## src/rtl/qpu_ifu_ifetch.sv

```systemverilog
// Instruction fetch unit: one outstanding memory request, an instruction register
// feeding the decoder, and static backward-taken branch prediction.
//
// state  | meaning
// S_REQ  | present fetch address at pc, wait for memory to accept
// S_RSP  | request outstanding, capture response into IR
// S_OUT  | IR valid toward decoder, advance pc on handshake
// S_DROP | redirected while a request was outstanding, discard its response
module qpu_ifu_ifetch #(
    parameter int unsigned        PC_SIZE  = 32,
    parameter logic [PC_SIZE-1:0] RESET_PC = 32'h0000_0000
) (
    input  logic               i_clk,
    input  logic               i_rst,
    output logic               o_ifu_req_valid,
    input  logic               i_ifu_req_ready,
    output logic [PC_SIZE-1:0] o_ifu_req_addr,
    input  logic               i_ifu_rsp_valid,
    output logic               o_ifu_rsp_ready,
    input  logic [31:0]        i_ifu_rsp_instr,
    input  logic               i_ifu_rsp_err,
    output logic               o_ifu_o_valid,
    input  logic               i_ifu_o_ready,
    output logic [31:0]        o_ifu_o_instr,
    output logic [PC_SIZE-1:0] o_ifu_o_pc,
    output logic               o_ifu_o_prdt_taken,
    output logic               o_ifu_o_err,
    input  logic               i_pipe_flush_req,
    input  logic [PC_SIZE-1:0] i_pipe_flush_pc,
    output logic               o_pipe_flush_ack
);

    typedef enum logic [1:0] {S_REQ, S_RSP, S_OUT, S_DROP} state_t;

    localparam logic [PC_SIZE-1:0] LP_PC_INC   = PC_SIZE'(4);
    localparam logic [PC_SIZE-1:0] LP_RESET_PC = {RESET_PC[PC_SIZE-1:2], 2'b00};

    state_t             r_state;
    state_t             w_state_nxt;
    logic [PC_SIZE-1:0] r_pc;
    logic [PC_SIZE-1:0] r_next_pc;
    logic [PC_SIZE-1:0] r_ir_pc;
    logic [31:0]        r_ir_instr;
    logic               r_ir_prdt;
    logic               r_ir_err;

    logic               w_req_hs;
    logic               w_rsp_hs;
    logic               w_out_hs;
    logic               w_capture;
    logic               w_is_branch;
    logic               w_prdt;
    logic [PC_SIZE-1:0] w_flush_pc;
    logic [PC_SIZE-1:0] w_b_imm;
    logic [PC_SIZE-1:0] w_cap_next_pc;
    logic               w_unused;

    assign w_flush_pc = {i_pipe_flush_pc[PC_SIZE-1:2], 2'b00};
    assign w_req_hs   = o_ifu_req_valid & i_ifu_req_ready;
    assign w_rsp_hs   = i_ifu_rsp_valid & o_ifu_rsp_ready;
    assign w_out_hs   = o_ifu_o_valid & i_ifu_o_ready;
    assign w_capture  = (r_state == S_RSP) & w_rsp_hs & ~i_pipe_flush_req;

    // A faulted fetch is never predicted taken, so its successor is always pc+4.
    assign w_is_branch   = ~i_ifu_rsp_instr[0] & (i_ifu_rsp_instr[4:0] == 5'b11000);
    assign w_prdt        = w_is_branch & i_ifu_rsp_instr[9] & ~i_ifu_rsp_err;
    assign w_b_imm       = {{(PC_SIZE-14){i_ifu_rsp_instr[9]}}, i_ifu_rsp_instr[9:5],
                            i_ifu_rsp_instr[23:15]};
    assign w_cap_next_pc = r_pc + (w_prdt ? {w_b_imm[PC_SIZE-3:0], 2'b00} : LP_PC_INC);

    always_ff @(posedge i_clk) begin
        if (i_rst) begin
            r_state <= S_REQ;
        end else begin
            r_state <= w_state_nxt;
        end
    end

    always_comb begin
        w_state_nxt = r_state;
        case (r_state)
            S_REQ: begin
                if (w_req_hs) w_state_nxt = S_RSP;
            end
            S_RSP: begin
                if (i_pipe_flush_req)     w_state_nxt = i_ifu_rsp_valid ? S_REQ : S_DROP;
                else if (i_ifu_rsp_valid) w_state_nxt = S_OUT;
            end
            S_OUT: begin
                if (i_pipe_flush_req || i_ifu_o_ready) w_state_nxt = S_REQ;
            end
            S_DROP: begin
                if (i_ifu_rsp_valid) w_state_nxt = S_REQ;
            end
            default: w_state_nxt = S_REQ;
        endcase
    end

    always_comb begin
        o_ifu_req_valid = 1'b0;
        o_ifu_rsp_ready = 1'b0;
        o_ifu_o_valid   = 1'b0;
        case (r_state)
            S_REQ:         o_ifu_req_valid = ~i_pipe_flush_req;
            S_RSP, S_DROP: o_ifu_rsp_ready = 1'b1;
            S_OUT:         o_ifu_o_valid   = ~i_pipe_flush_req;
            default:       ;
        endcase
    end

    always_ff @(posedge i_clk) begin
        if (i_rst) begin
            r_pc       <= LP_RESET_PC;
            r_next_pc  <= '0;
            r_ir_pc    <= '0;
            r_ir_instr <= '0;
            r_ir_prdt  <= 1'b0;
            r_ir_err   <= 1'b0;
        end else begin
            if (i_pipe_flush_req) begin
                r_pc <= w_flush_pc;
            end else if (w_out_hs) begin
                r_pc <= r_next_pc;
            end
            if (w_capture) begin
                r_ir_instr <= i_ifu_rsp_instr;
                r_ir_pc    <= r_pc;
                r_ir_err   <= i_ifu_rsp_err;
                r_ir_prdt  <= w_prdt;
                r_next_pc  <= w_cap_next_pc;
            end
        end
    end

    assign o_ifu_req_addr     = r_pc;
    assign o_ifu_o_instr      = r_ir_instr;
    assign o_ifu_o_pc         = r_ir_pc;
    assign o_ifu_o_prdt_taken = r_ir_prdt;
    assign o_ifu_o_err        = r_ir_err;
    assign o_pipe_flush_ack   = i_pipe_flush_req;

    assign w_unused = &{1'b0, i_pipe_flush_pc[1:0], i_ifu_rsp_instr[31:24], i_ifu_rsp_instr[14:10]};

endmodule

```

## config.mk

```make
export PLATFORM = sky130hd
export DESIGN_NAME = qpu_ifu_ifetch
export DESIGN_NICKNAME = d
export VERILOG_FILES = /design/src/rtl/qpu_ifu_ifetch.sv
export SDC_FILE = /design/constraint.sdc
export NUM_CORES = 1
export LEC_CHECK = 0
export CORE_ASPECT_RATIO = 1.4
export CORE_MARGIN = 10
export CORE_UTILIZATION = 30
export DETAILED_ROUTE_END_ITERATION = 8
export GPL_TIMING_DRIVEN = 1
export RECOVER_POWER = 25
export SLEW_MARGIN = 15
export SYNTH_ARGS = -nofsm -noshare
export SYNTH_HDL_FRONTEND = slang
export SYNTH_SLANG_ARGS = --single-unit
```

## constraint.sdc

```tcl
create_clock -name i_clk -period 6.9 [get_ports i_clk]
set_input_delay 0.69 -clock i_clk [delete_from_list [all_inputs] [get_ports i_clk]]
set_output_delay 0.69 -clock i_clk [all_outputs]
set_load 0.005 [all_outputs]
```

==> results.ini <==
[cells_and_area]
layoutNonFillerInstCount = 1213
design_area_sq_mm = 0.00868
syn_to_final_growth_pct = 37.4
drive_gt1_share_pct = 5.33
nets = 1046
n_fill_cell = 2083

[sta]
finalClockSkew_ns = 0.0112
hold_violations = 0
finalCritPeriodShare_pct = 57.4
setup_viol = 0
finalMaxSlewViolations = 70
post-route-min-period_ns = 3.96
slew_headroom_pct = -118
rsz0062_at_grt = false
tns_ns = 0
worst_pin_slew_ns = 3.27
fmax_ghz = 0.253

[synth]
synth_edf_count = 0
synth.distinct_cells = 60
synth-seq-cells = 130
yosys_warnings = 0
synth_fa_ha_area_share_pct = 6.06
synth_compound_area_share_pct = 23.5
netlist_area_sq_mm = 0.00632
synth_mux_area_share_pct = 0.653
synthArstFlopShare_pct = 0
avgSynthCellArea_sq_um = 7.80
synthSimpleGateAreaFrac_pct = 20.6
yosys.area_share.xor_xnor_pct = 3.19
ys.flop_type = dfxtp_1
synth_top_family_by_area = compound AO/OA/AOI/OAI gates
syn_inst = 810
synth_fp_nets = 911
seq_area_frac_synth_pct = 41.2

[clock_tree]
post_cts_buffers = 0
clock-sinks = 130
cts_htree_levels = 4
root_buffer = clkbuf_16
clkTransAtPathRegs_ns = 0.06
clock_path_buffers = 2
hold_buffers = 0
clkLatencyLatePin_ns = 0.43
cts_inserted_buffers = 17
cts_tree = done
ctsResizeCount = 0

[drt]
drc = 0
avgViaCountPerCell = 4.94
wire_per_inst_microns = 16.5
finalWirelength_microns = 20100
dr.pass1.iters = 4
vias = 5990
antenna_left = 0
dr.first_iter.drc_count = 238

[worst_hold_path]
hold_class = reg -> reg

[critical_path]
worstSetupPathType = in -> reg
crit_path_cell_trace = clkdlybuf4s50_1 -> nand4b_1 -> nor4_2 -> buf_4 -> nand2_1 -> fa_1 -> nor2b_1 -> o2111ai_1 -> a21oi_1 -> o21ai_2 -> a31oi_1 -> a21oi_1 -> and4_1 -> a311o_1
required_ns = 7.21
cp_max_fo = 31
crit_slowest_cell = clkdlybuf4s50_1
crit_top_cell = a21oi_1
max_stage_delay_ns = 0.44
crit_arrival_ns = 4.26
end_kind = flip-flop
startpoint_type = primary input

[place]
portBuffers = 170
dp.cells = 1182
routabilityCongestion = 0.843
hpwl_microns = 14200
place_area_sq_mm = 0.00814

[power_and_ir_drop]
ir_worst_vdd_mv = 0.149
p_per_area_mw_per_mm2 = 208
power_leakage_uw = 0.00339

[global_route]
antenna_found_initial = 1
grt_usage_pct = 14.5
grt_pass1_vias = 5900
grt-ovfl-total = 0
grt_pass1_wl_microns = 31700
grt_max_degree = 70

[floorplan]
die_area_sq_mm = 0.0273
rows = 62
io_pins = 173
core_area_sq_mm = 0.0206
initial_core_util_pct = 30.6
die_h_microns = 192
chipWidth_microns = 143

[outcome]
violations = capacitance limit, slew limit
status = complete, but fails checks

[run]
maxCapViolations = 1

## cell usage in the layout, fill, tap and decap left out, types with 14 or more instances in the layout
cell type and count:
nand2_1 219, a21oi_1 144, dfxtp_1 130, clkdlybuf4s50_1 112, dlygate4sd3_1 56, a22oi_1 31
ha_1 29, nor2_1 26, a21o_1 18, clkbuf_16 17, o21ai_0 15, and2_1 14
## metrics by stage
step / setup slack [ns] / hold slack [ns] / total power, uW / util, %
after detailed placement: 2.44 / 0.445 / 964 / 39.4
final: 2.94 / 0.446 / 1810 / 42.1
after floorplan: 2.76 / 0.426 / 870 / -
after global routing: 2.69 / 0.464 / 1880 / 42.1
after CTS: 2.87 / 0.453 / 1840 / 42.1
after global placement: 2.46 / 0.439 / 962 / 39.4
## kinds of logic (layout without fill, tap and decap cells)
logic type,count (synthesis),in the layout
flip-flops,130,130
XOR/XNOR,23,23
AND/OR/NAND/NOR,306,306
buffers and inverters,69,215
other,0,1
AO/OA/AOI/OAI,248,248
adder cells (fa/ha/maj),30,30
multiplexers,4,4
## flip-flops by register name (all words and copies together) (netlist names)
signal	cells
o_ifu_o_err	1
o_ifu_o_instr	32
o_ifu_o_pc	30
o_ifu_o_prdt_taken	1
o_ifu_req_addr	32
r_next_pc	32
r_state	2
## layout make-up
cell class              count  area, sq um  share of cell area (%)
multi-input cells         611         3440                    39.6
flip-flops and latches    130         2600                    30.0
repair buffers            176         1740                    20.0
clock buffers              18          429                    4.94
well taps                 256          320                    3.69
clock inverters            12          119                    1.37
inverters                   9         33.8                   0.389
diodes                      1         2.50                  0.0288
## worst max-delay path: cells and delay by family
kind,cells,cell delay (ns)
AO/OA/AOI/OAI,6,1.37
adder cells (fa/ha/maj),1,0.42
AND/OR/NAND/NOR,5,0.95
buffers and inverters,2,0.81
## power breakdown
group          total [uW]  internal (uW)  switching (uW)
registers             782            767            15.7
clock network         865            522             343
logic                 162           84.5            77.3
## layer usage
metal	track usage (%)	share of wire [%]
met1	15.9	40
met2	25.8	52
met3	4.97	6.7
met4	4.46	1.1
met5	0	0
## path summary, 6_finish.rpt
kind	startpoint	depth (start not counted)	slack [ns]	end
worst max-delay path	i_ifu_rsp_instr[2]	14	2.94	r_next_pc[24]
worst max register to register	o_ifu_req_addr[2]	11	3.98	r_next_pc[24]
worst min-delay path	o_ifu_o_pc[23]	2	0.45	o_ifu_o_pc[23]
worst min register to register	o_ifu_o_pc[23]	2	0.45	o_ifu_o_pc[23]
## cells in the mapped netlist, types with 2 or more instances
| cell | number | area (sq um) |
|---|---|---|
| and4_1 | 3 | 26.3 |
| nand3_1 | 5 | 25.0 |
| buf_6 | 2 | 22.5 |
| a21oi_1 | 144 | 721 |
| a31oi_1 | 5 | 31.3 |
| mux2i_1 | 3 | 30.0 |
| buf_2 | 2 | 10.0 |
| nor3b_1 | 4 | 30.0 |
| o21ai_0 | 15 | 75.1 |
| a211oi_1 | 4 | 30.0 |
| a22oi_1 | 31 | 233 |
| ha_1 | 29 | 363 |
| a221oi_1 | 2 | 17.5 |
| o21ai_1 | 4 | 20.0 |
| xor2_1 | 10 | 87.6 |
| nor3_1 | 11 | 55.1 |
| nor2_1 | 27 | 101 |
| and2_1 | 14 | 87.6 |
| xnor2_1 | 13 | 114 |
| a21o_1 | 18 | 135 |
| and3_2 | 2 | 15.0 |
| o21bai_1 | 2 | 15.0 |
| inv_1 | 9 | 33.8 |
| nand2_1 | 219 | 822 |
| buf_4 | 6 | 45.0 |
| nand2b_1 | 2 | 12.5 |
| clkbuf_1 | 47 | 176 |
| nor4_1 | 2 | 12.5 |
| nor2b_1 | 7 | 43.8 |
| o211ai_1 | 2 | 15.0 |
| a211o_1 | 2 | 17.5 |
| buf_1 | 2 | 7.51 |
| nand4_1 | 3 | 18.8 |
| o21a_1 | 2 | 15.0 |
| a21o_2 | 2 | 17.5 |
| a31o_2 | 2 | 17.5 |
| dfxtp_1 | 130 | 2600 |
(Power assumes the default switching activity.)
